`src/rtl/clk_pkg.sv`:
```
// clk_pkg -- shared definitions for clock-domain control blocks.
//
// Contents:
//   clk_state_e  : sequencing states of the DCM reset controller
//   clk_cnt_w()  : width of a shared down-counter able to hold the largest
//                  of three cycle-count parameters, plus one spare bit so
//                  that count-1 loads never wrap
//   CLK_CNT_W_DEFAULT : counter width for the default parameter set
package clk_pkg;

  typedef enum logic [2:0] {
    ST_RESET_DCM = 3'd0,
    ST_WAIT_LOCK = 3'd1,
    ST_HOLDOFF   = 3'd2,
    ST_RUN       = 3'd3,
    ST_FAILED    = 3'd4
  } clk_state_e;

  function automatic int clk_cnt_w(input int a, input int b, input int c);
    int m;
    m = a;
    if (b > m) m = b;
    if (c > m) m = c;
    return $clog2(m) + 1;
  endfunction

  localparam int CLK_CNT_W_DEFAULT = clk_cnt_w(8, 65535, 256);

endpackage

```
`src/rtl/sync_2ff.sv`:
```
// sync_2ff -- two-flop synchronizer for a single asynchronous level.
//
// Ports:
//   i_clk : destination clock
//   i_rst : synchronous active-high reset, clears both stages
//   i_d   : asynchronous input level
//   o_q   : synchronized level, two i_clk cycles of latency
module sync_2ff (
  input  logic i_clk,
  input  logic i_rst,
  input  logic i_d,
  output logic o_q
);

  logic r_meta;
  logic r_sync;

  always_ff @(posedge i_clk) begin
    if (i_rst) begin
      r_meta <= 1'b0;
      r_sync <= 1'b0;
    end else begin
      r_meta <= i_d;
      r_sync <= r_meta;
    end
  end

  assign o_q = r_sync;

endmodule

```
`src/rtl/dcm_reset_ctrl.sv`:
```
// dcm_reset_ctrl -- sequences DCM reset, lock acquisition, holdoff and
// system-reset release, with bounded retries on lock timeout.
//
// Parameters:
//   RST_CYCLES     : DCM_RST pulse length in CLOCK_13 cycles (>= 3)
//   LOCK_TIMEOUT   : cycles to wait for lock before retrying
//   HOLDOFF_CYCLES : consecutive locked cycles before SYS_RST release
//   MAX_RETRIES    : lock timeouts tolerated before FAIL (1..15)
//
// Ports:
//   CLOCK_13    in   free-running reference clock (only clock)
//   RST         in   synchronous active-high reset
//   LOCKED      in   combined DCM lock, asynchronous
//   DCM_RST     out  registered reset to the DCMs
//   SYS_RST     out  registered system reset, high in every state but RUN
//   READY       out  clocks locked and system released
//   FAIL        out  retries exhausted, sticky until RST
//   RETRY_COUNT out  timeouts since last RST or successful lock
//   LOSS_COUNT  out  lock-loss events seen in RUN (0 unless enabled)
//   o_dbg_state out  current sequencing state
//
// Build option: define DCM_RESET_CTRL_LOSS_CNT_EN to count RUN->RESET_DCM
// transitions in LOSS_COUNT (saturating at 255); otherwise it is tied to 0.
module dcm_reset_ctrl
  import clk_pkg::*;
#(
  parameter int RST_CYCLES     = 8,
  parameter int LOCK_TIMEOUT   = 65535,
  parameter int HOLDOFF_CYCLES = 256,
  parameter int MAX_RETRIES    = 3
) (
  input  logic       CLOCK_13,
  input  logic       RST,
  input  logic       LOCKED,
  output logic       DCM_RST,
  output logic       SYS_RST,
  output logic       READY,
  output logic       FAIL,
  output logic [3:0] RETRY_COUNT,
  output logic [7:0] LOSS_COUNT,
  output clk_state_e o_dbg_state
);

  localparam int CNT_W = clk_cnt_w(RST_CYCLES, LOCK_TIMEOUT, HOLDOFF_CYCLES);

  localparam logic [CNT_W-1:0] LD_RST     = CNT_W'(RST_CYCLES - 1);
  localparam logic [CNT_W-1:0] LD_TIMEOUT = CNT_W'(LOCK_TIMEOUT - 1);
  // The cycle that moves WAIT_LOCK -> HOLDOFF has already seen lock_s=1,
  // so it counts as the first stable cycle; one fewer is left to count.
  localparam logic [CNT_W-1:0] LD_HOLDOFF =
    CNT_W'((HOLDOFF_CYCLES >= 2) ? (HOLDOFF_CYCLES - 2) : 0);
  localparam logic [CNT_W-1:0] CNT_ONE    = CNT_W'(1);
  localparam logic [3:0]       MAX_R      = 4'(MAX_RETRIES);

  logic             w_lock_s;
  clk_state_e       r_state;
  clk_state_e       w_state_nxt;
  logic [CNT_W-1:0] r_cnt;
  logic [CNT_W-1:0] w_cnt_nxt;
  logic [3:0]       r_retry;
  logic [3:0]       w_retry_nxt;
  logic [3:0]       w_retry_inc;
  logic             r_dcm_rst;
  logic             r_sys_rst;
  logic             r_ready;
  logic             r_fail;

  sync_2ff u_lock_sync (
    .i_clk (CLOCK_13),
    .i_rst (RST),
    .i_d   (LOCKED),
    .o_q   (w_lock_s)
  );

  assign w_retry_inc = r_retry + 4'd1;

  always_comb begin
    w_state_nxt = r_state;
    w_cnt_nxt   = r_cnt;
    w_retry_nxt = r_retry;
    case (r_state)
      ST_RESET_DCM: begin
        if (r_cnt == '0) begin
          w_state_nxt = ST_WAIT_LOCK;
          w_cnt_nxt   = LD_TIMEOUT;
        end else begin
          w_cnt_nxt = r_cnt - CNT_ONE;
        end
      end
      ST_WAIT_LOCK: begin
        if (w_lock_s) begin
          w_state_nxt = ST_HOLDOFF;
          w_cnt_nxt   = LD_HOLDOFF;
        end else if (r_cnt == '0) begin
          w_retry_nxt = w_retry_inc;
          if (w_retry_inc < MAX_R) begin
            w_state_nxt = ST_RESET_DCM;
            w_cnt_nxt   = LD_RST;
          end else begin
            w_state_nxt = ST_FAILED;
          end
        end else begin
          w_cnt_nxt = r_cnt - CNT_ONE;
        end
      end
      ST_HOLDOFF: begin
        if (!w_lock_s) begin
          // A glitch restarts the lock wait without re-pulsing the DCMs.
          w_state_nxt = ST_WAIT_LOCK;
          w_cnt_nxt   = LD_TIMEOUT;
        end else if (r_cnt == '0) begin
          w_state_nxt = ST_RUN;
          w_retry_nxt = 4'd0;
        end else begin
          w_cnt_nxt = r_cnt - CNT_ONE;
        end
      end
      ST_RUN: begin
        if (!w_lock_s) begin
          w_state_nxt = ST_RESET_DCM;
          w_cnt_nxt   = LD_RST;
        end
      end
      ST_FAILED: begin
        w_state_nxt = ST_FAILED;
      end
      default: begin
        w_state_nxt = ST_RESET_DCM;
        w_cnt_nxt   = LD_RST;
      end
    endcase
  end

  // Outputs are registered from the next state so they change on the same
  // edge as the state register and carry no decode glitches.
  always_ff @(posedge CLOCK_13) begin
    if (RST) begin
      r_state   <= ST_RESET_DCM;
      r_cnt     <= LD_RST;
      r_retry   <= 4'd0;
      r_dcm_rst <= 1'b1;
      r_sys_rst <= 1'b1;
      r_ready   <= 1'b0;
      r_fail    <= 1'b0;
    end else begin
      r_state   <= w_state_nxt;
      r_cnt     <= w_cnt_nxt;
      r_retry   <= w_retry_nxt;
      r_dcm_rst <= (w_state_nxt == ST_RESET_DCM);
      r_sys_rst <= (w_state_nxt != ST_RUN);
      r_ready   <= (w_state_nxt == ST_RUN);
      r_fail    <= (w_state_nxt == ST_FAILED);
    end
  end

`ifdef DCM_RESET_CTRL_LOSS_CNT_EN
  logic       w_loss_evt;
  logic [7:0] r_loss_cnt;

  assign w_loss_evt = (r_state == ST_RUN) && (w_state_nxt == ST_RESET_DCM);

  always_ff @(posedge CLOCK_13) begin
    if (RST) begin
      r_loss_cnt <= 8'd0;
    end else if (w_loss_evt && (r_loss_cnt != 8'hFF)) begin
      r_loss_cnt <= r_loss_cnt + 8'd1;
    end
  end

  assign LOSS_COUNT = r_loss_cnt;
`else
  assign LOSS_COUNT = 8'd0;
`endif

  assign DCM_RST     = r_dcm_rst;
  assign SYS_RST     = r_sys_rst;
  assign READY       = r_ready;
  assign FAIL        = r_fail;
  assign RETRY_COUNT = r_retry;
  assign o_dbg_state = r_state;

endmodule

```
`config.mk`:
```
export PLATFORM = sky130hd
export DESIGN_NAME = dcm_reset_ctrl
export DESIGN_NICKNAME = d
export VERILOG_FILES = /design/src/rtl/clk_pkg.sv /design/src/rtl/sync_2ff.sv /design/src/rtl/dcm_reset_ctrl.sv
export SDC_FILE = /design/constraint.sdc
export NUM_CORES = 1
export LEC_CHECK = 0
export ABC_AREA = 1
export CORE_ASPECT_RATIO = 1.4
export CORE_MARGIN = 2
export CORE_UTILIZATION = 48
export DETAILED_ROUTE_END_ITERATION = 8
export PLACE_DENSITY = 0.71
export SLEW_MARGIN = 20
export SYNTH_ARGS = -nofsm -noshare
export SYNTH_HDL_FRONTEND = slang
export SYNTH_SLANG_ARGS = --single-unit
```
`constraint.sdc`:
```
create_clock -name CLOCK_13 -period 1.8 [get_ports CLOCK_13]
set_clock_uncertainty 0.1 [all_clocks]
set_input_delay 0.18 -clock CLOCK_13 [delete_from_list [all_inputs] [get_ports CLOCK_13]]
set_output_delay 0.18 -clock CLOCK_13 [all_outputs]
set_load 0.03 [all_outputs]
```
; Yosys cells after proc, flatten, opt, wreduce, memory -nomap -nowiden
; Cells that the tools add are included.
[word_totals]
elab_cells = 54
input_bits = 3
regBits = 30
[op_classes]
n_lt_le_gt_ge = 1
eq_ne = 14
n_addsub = 2
mux = 21
bitwise_logic = 1
reduce_logical = 6
[op_table]
columns = op, count
row1 = 2-to-1 mux 17 bit, 7
row2 = case mux 17 bit (5 select lines), 1
row3 = 2-to-1 mux 3 bit, 7
row4 = zero test 17 bit, 1
row5 = "subtractor 17 x 1 -> 17 bit, second input constant", 1
row6 = 2-to-1 mux 4 bit, 4
row7 = case mux 3 bit (5 select lines), 1
row8 = "== test 3 x 2 -> 1 bit, second input constant", 3
row9 = "inequality test 2 bit, second input constant", 4
row10 = case mux 4 bit (2 select lines), 1
row11 = "== test 3 bit, second input constant", 2
row12 = zero test 3 bit, 2
row13 = AND reduction 5 bit, 1
row14 = "adder 4 x 1 -> 4 bit, second input constant", 1
row15 = "< comparator 4 x 2 -> 1 bit, second input constant", 1
row16 = "inequality test 4 x 3 -> 1 bit, second input constant", 1
row17 = AND reduction 4 bit, 1
row18 = "== test 3 x 1 -> 1 bit, second input constant", 1
row19 = "inequality test 3 x 2 -> 1 bit, second input constant", 1
row20 = "inequality test 3 bit, second input constant", 1
row21 = "inequality test 2 x 1 -> 1 bit, second input constant", 1
row22 = nonzero test 2 bit, 1
row23 = NOT 1 bit, 1

; Longest topological paths before layout
[logic_depth]
word_depth = 7
ltp_mapped = 12
depth_no_buf = 12

; Modules after synthesis
; From an unflattened synthesis, not the netlist that was laid out.
[unflattened]
hier_cells = 311
hier_area_um2 = 1968.1
[by_module_without_submodules]
columns = module, area_each_um2, instances, cells_per_inst
row1 = dcm_reset_ctrl, 1913.1, 1, 305
row2 = sync_2ff, 55.1, 1, 6

; Least setup slack after synthesis
; OpenSTA, ideal clock, no wires.
[synth_path]
path_kind = flip-flop to flip-flop
start = register r_state[0] (netlist: o_dbg_state[0])
end = register r_cnt[15]
period_less_slack_ns = 1.842
setup_slack_ns = -0.042
setup_ns = 0.139
required_ns = 1.561
arrival_ns = 1.603
path_buffers = 1
stages_incl_launch_ff = 9
cell_sequence = dfxtp_1 nand3_2 nor2_2 nand4_1 nor2_1 nor2_4 buf_6 nand3_1 a21oi_2
[synth_between]
elab_chain_cells = 3
word_cells_on_any_way = 11
cone_classes = 7 x eq/ne / 1 x mux / 1 x bitwise / 2 x reduce/logical
[synth_lines]
columns = element, line
row1 = start: declaration, dcm_reset_ctrl.sv:56  ; clk_state_e r_state;
row2 = start signal: assignment, dcm_reset_ctrl.sv:146  ; r_state <= w_state_nxt;
row3 = "== test 3 x 1 -> 1 bit, or another cell as far along", dcm_reset_ctrl.sv:81  ; case (r_state)
row4 = "inequality test 4 x 3 -> 1 bit (no source line), or another cell as far along", -
row5 = AND reduction 4 bit (no source line), -
row6 = end signal: assignment, dcm_reset_ctrl.sv:147  ; r_cnt <= w_cnt_nxt;
row7 = end: declaration, dcm_reset_ctrl.sv:58  ; logic [CNT_W-1:0] r_cnt;
; Parallel ways exist; a longest one is shown, timed or not.
; A chain may end at the register's enable or synchronous reset.

; Worst setup path in the final report
[layout_path]
start = register r_cnt[12]
end = register r_cnt[12]
[layout_between]
elab_chain_cells = 4
word_cells_on_any_way = 11
cone_classes = 1 x add/sub / 2 x eq/ne / 6 x mux / 2 x reduce/logical
[layout_lines]
columns = element, line
row1 = subtractor 17 x 1 -> 17 bit or zero test 17 bit (tied branches), -
row2 = "2-to-1 mux 17 bit, on equally long branches", "dcm_reset_ctrl.sv:111, dcm_reset_ctrl.sv:94"
row3 = "2-to-1 mux 17 bit, on equally long branches", "dcm_reset_ctrl.sv:107, dcm_reset_ctrl.sv:91"
row4 = case mux 17 bit (5 select lines), dcm_reset_ctrl.sv:81
; Parallel ways exist; a longest one is shown, timed or not. The select of a mux whose other input is x is not followed.

==> flow_metrics.env <==
export IMPL_p_per_area_nw_per_um2=582
export IMPL_clkLatencyLatePin_ns=0.28
export IMPL_wl_per_cell_um=13.3
export IMPL_setup_violations=0
export IMPL_crit_path_end_kind="register"
export IMPL_final_util_pct=64.7
export IMPL_cts_root_buf="clkbuf_8"
export IMPL_ys_seq_elements=30
export IMPL_drive_gt1_share_pct=28.1
export IMPL_cts_buffers=5
export IMPL_syn_cell_area_sq_um=1960
export IMPL_clkPwrFrac_pct=38.5
export IMPL_dpl_instance_area_sq_um=2240
export IMPL_via_per_inst=5.16
export IMPL_synth_edff_count=0
export IMPL_antenna_left=0
export IMPL_hold_viol=0
export IMPL_p_leak_nw=1.27
export IMPL_syn_avg_cell_area_sq_um=6.82
export IMPL_swShare_pct=27.6
export IMPL_seq_power_share_pct=46.9
export IMPL_rsz0062_at_grt="true"
export IMPL_maxCapViolCount=0
export IMPL_place_ws_ns=-0.111
export IMPL_path_class="reg -> reg"
export IMPL_pwr_share_comb_pct=14.6
export IMPL_synth_yosys_seq_area_share_pct=30.6
export IMPL_grt_max_degree=19
export IMPL_die_w_um=58.1
export IMPL_die_h_um=79.7
export IMPL_die_area_sq_um=4630
export IMPL_path_buf_inv=1
export IMPL_yosysWarnings=0
export IMPL_grt_usage_pct=22.6
export IMPL_crit_fanout=8
export IMPL_grt_pass1_vias=1868
export IMPL_antenna_cells=0
export IMPL_critPathMaxStageDelay_ns=0.33
export IMPL_synth_ff_type="dfxtp_1"
export IMPL_holdBufCountCts=0
export IMPL_area_delta_synth_final_pct=29.1
export IMPL_cts_htree_levels=2
export IMPL_drt_pass1_iter_count=4
export IMPL_fmax_mhz=570
export IMPL_antenna_found_initial=0
export IMPL_critPathSlowestCell="dfxtp_2"
export IMPL_ys_types=35
export IMPL_layout_setup_ws_ns=0.0464
export IMPL_grt_pass1_wl_mm=8.11
export IMPL_fillCellCount=335
export IMPL_hold_path_class="reg -> reg"
export IMPL_cts_tree="built"
export IMPL_num_rows=27
export IMPL_core_sq_um=3920
export IMPL_synthDominantCellAreaShare_pct=30.6
export IMPL_synth_cells=288
export IMPL_cp_arrival_ns=1.82
export IMPL_required_ns=1.86
export IMPL_drv_slew=0
export IMPL_fin_nets=340
export IMPL_critPathLaunchType="register"
export IMPL_path_cells="nor2_2, nand2_2, nor2_4, nand4_1, nor2_2, nor2_4, buf_12, nand3_1, a21oi_2"
export IMPL_cpLargestDelayFamily="simple AND/OR/NAND/NOR gates"
export IMPL_p_sw_mw=0.407
export IMPL_synthTopCellsByCount="nand2_1 (81), inv_1 (35), nor2_1 (33)"
export IMPL_wirelength_mm=5.04
export IMPL_grt_overflow=0
export IMPL_synth_largest_area_cell="dfxtp_1"
export IMPL_clkTransAtPathRegs_ns=0.06
export IMPL_vias=1951
export IMPL_start_util_pct=50.1
export IMPL_clockBufferDepth=2
export IMPL_min_period_ns=1.75
export IMPL_clock_sinks=30
export IMPL_finish_instance_area_sq_um=2540
export IMPL_finalSetupTns_ns=0
export IMPL_io_buffer_count=13
export IMPL_synth_area_leaders="dfxtp_1 (31%), nand2_1 (15%), inv_1 (6.7%)"
export IMPL_status="complete, no violations"
export IMPL_drtIter0Drc=59
export IMPL_period_share_pct=97.4
export IMPL_gp_congestion=0.889
export IMPL_ir_drop_uv=637
export IMPL_num_io_pins=22
export IMPL_async_flop_share_pct=0
export IMPL_synthMostInstantiatedCell="nand2_1"
export IMPL_hpwl_mm=3.44
export IMPL_drc=0
export IMPL_p_int_mw=1.07
-- placed cells by master (no fill, tap or decap), types with 2 or more instances in the layout --
| cell type | Yosys | final |
|---|---|---|
| nand2_1 | 81 | 80 |
| inv_1 | 35 | 33 |
| buf_4 | 8 | 26 |
| nor2_1 | 33 | 24 |
| dfxtp_1 | 30 | 23 |
| nand3_1 | 17 | 16 |
| clkdlybuf4s50_1 | 0 | 13 |
| a21oi_2 | 7 | 9 |
| nand4_1 | 9 | 9 |
| a21oi_1 | 10 | 8 |
| conb_1 | 1 | 8 |
| dfxtp_2 | 0 | 7 |
| nor2_2 | 2 | 7 |
| nor2_4 | 3 | 7 |
| o21ai_0 | 7 | 7 |
| nand2_2 | 7 | 6 |
| clkbuf_8 | 0 | 6 |
| xor2_1 | 5 | 5 |
| inv_2 | 1 | 3 |
| nand2_4 | 1 | 3 |
| nand3_4 | 2 | 3 |
| o211a_1 | 3 | 3 |
| nor3_1 | 3 | 3 |
| nand3b_1 | 3 | 3 |
| buf_6 | 1 | 3 |
| nand3_2 | 1 | 2 |
| xnor2_1 | 3 | 2 |
| o21ai_2 | 2 | 2 |
-- tightest hold or removal path: stages, from the launching register on --
cell and delay (ns):
dfxtp_1 0.30, inv_1 0.04, nor2_1 0.03
-- worst paths after layout --
path	cells past startpoint	endpoint	slack, ns	startpoint
min reg2reg	2	u_lock_sync.o_q	0.30	u_lock_sync.r_meta
min	2	u_lock_sync.o_q	0.30	u_lock_sync.r_meta
max	9	r_cnt[12]	0.05	r_cnt[12]
max reg2reg	9	r_cnt[12]	0.05	r_cnt[12]
-- area by class of cell --
type	instances	area, sq um	share of cell area (%)
inverter	36	135	5.33
sequential	30	609	24.0
clock buffer	6	82.6	3.26
multi-input combinational	218	1260	49.8
timing repair buffer	43	379	14.9
clock inverter	2	12.5	0.493
tap	43	53.8	2.12
-- cells by family (layout without fill, tap and decap cells) --
kind of cell / count (synthesis) / after routing / share of synthesized area, %
compound gates: 32 / 32 / 11.2
fa+ha+maj: 3 / 3 / 1.91
flops: 30 / 30 / 30.6
buf+inv: 48 / 87 / 11.9
other cells: 1 / 8 / 0.191
simple gates: 166 / 167 / 40.6
xor+xnor: 8 / 8 / 3.57
-- flip-flops by register name, summed over array words and instances (netlist names) --
| name | cells |
|---|---|
| r_cnt | 17 |
| RETRY_COUNT | 4 |
| o_dbg_state | 3 |
| DCM_RST | 1 |
| FAIL | 1 |
| READY | 1 |
| SYS_RST | 1 |
| u_lock_sync.o_q | 1 |
| u_lock_sync.r_meta | 1 |
-- through the flow --
step	power, mW	hold slack [ns]	std cells
2_1_floorplan	0.856	0.187	295
3_3_place_gp	0.891	0.296	360
3_5_place_dp	0.894	0.298	360
4_1_cts	1.47	0.304	372
5_1_grt	1.54	0.318	378
6_report	1.48	0.303	378
-- power groups by stage --
| stage | clock (mW) | combinational (mW) | sequential (mW) |
|---|---|---|---|
| 2_1_floorplan | 0 | 0.151 | 0.705 |
| 5_1_grt | 0.610 | 0.240 | 0.693 |
| 3_3_place_gp | 0 | 0.188 | 0.703 |
| 4_1_cts | 0.582 | 0.198 | 0.689 |
| 6_report | 0.568 | 0.215 | 0.693 |
| 3_5_place_dp | 0 | 0.191 | 0.704 |
-- routing by layer --
metal / GRT usage [%] / vias up / routed length [um]
li1: - / 998 / -
met1: 25.3 / 870 / 2010
met2: 39.1 / 65 / 2600
met3: 5.02 / 18 / 226
met4: 11.9 / 0 / 205
met5: 0 / - / 0
-- what timing repair did --
item,CTS,global route
resized for setup,6,28
pin swaps,2,10
cloned,0,1
setup endpoints to repair,14,22
setup buffers,4,5
Power figures use the tool's default switching activity.
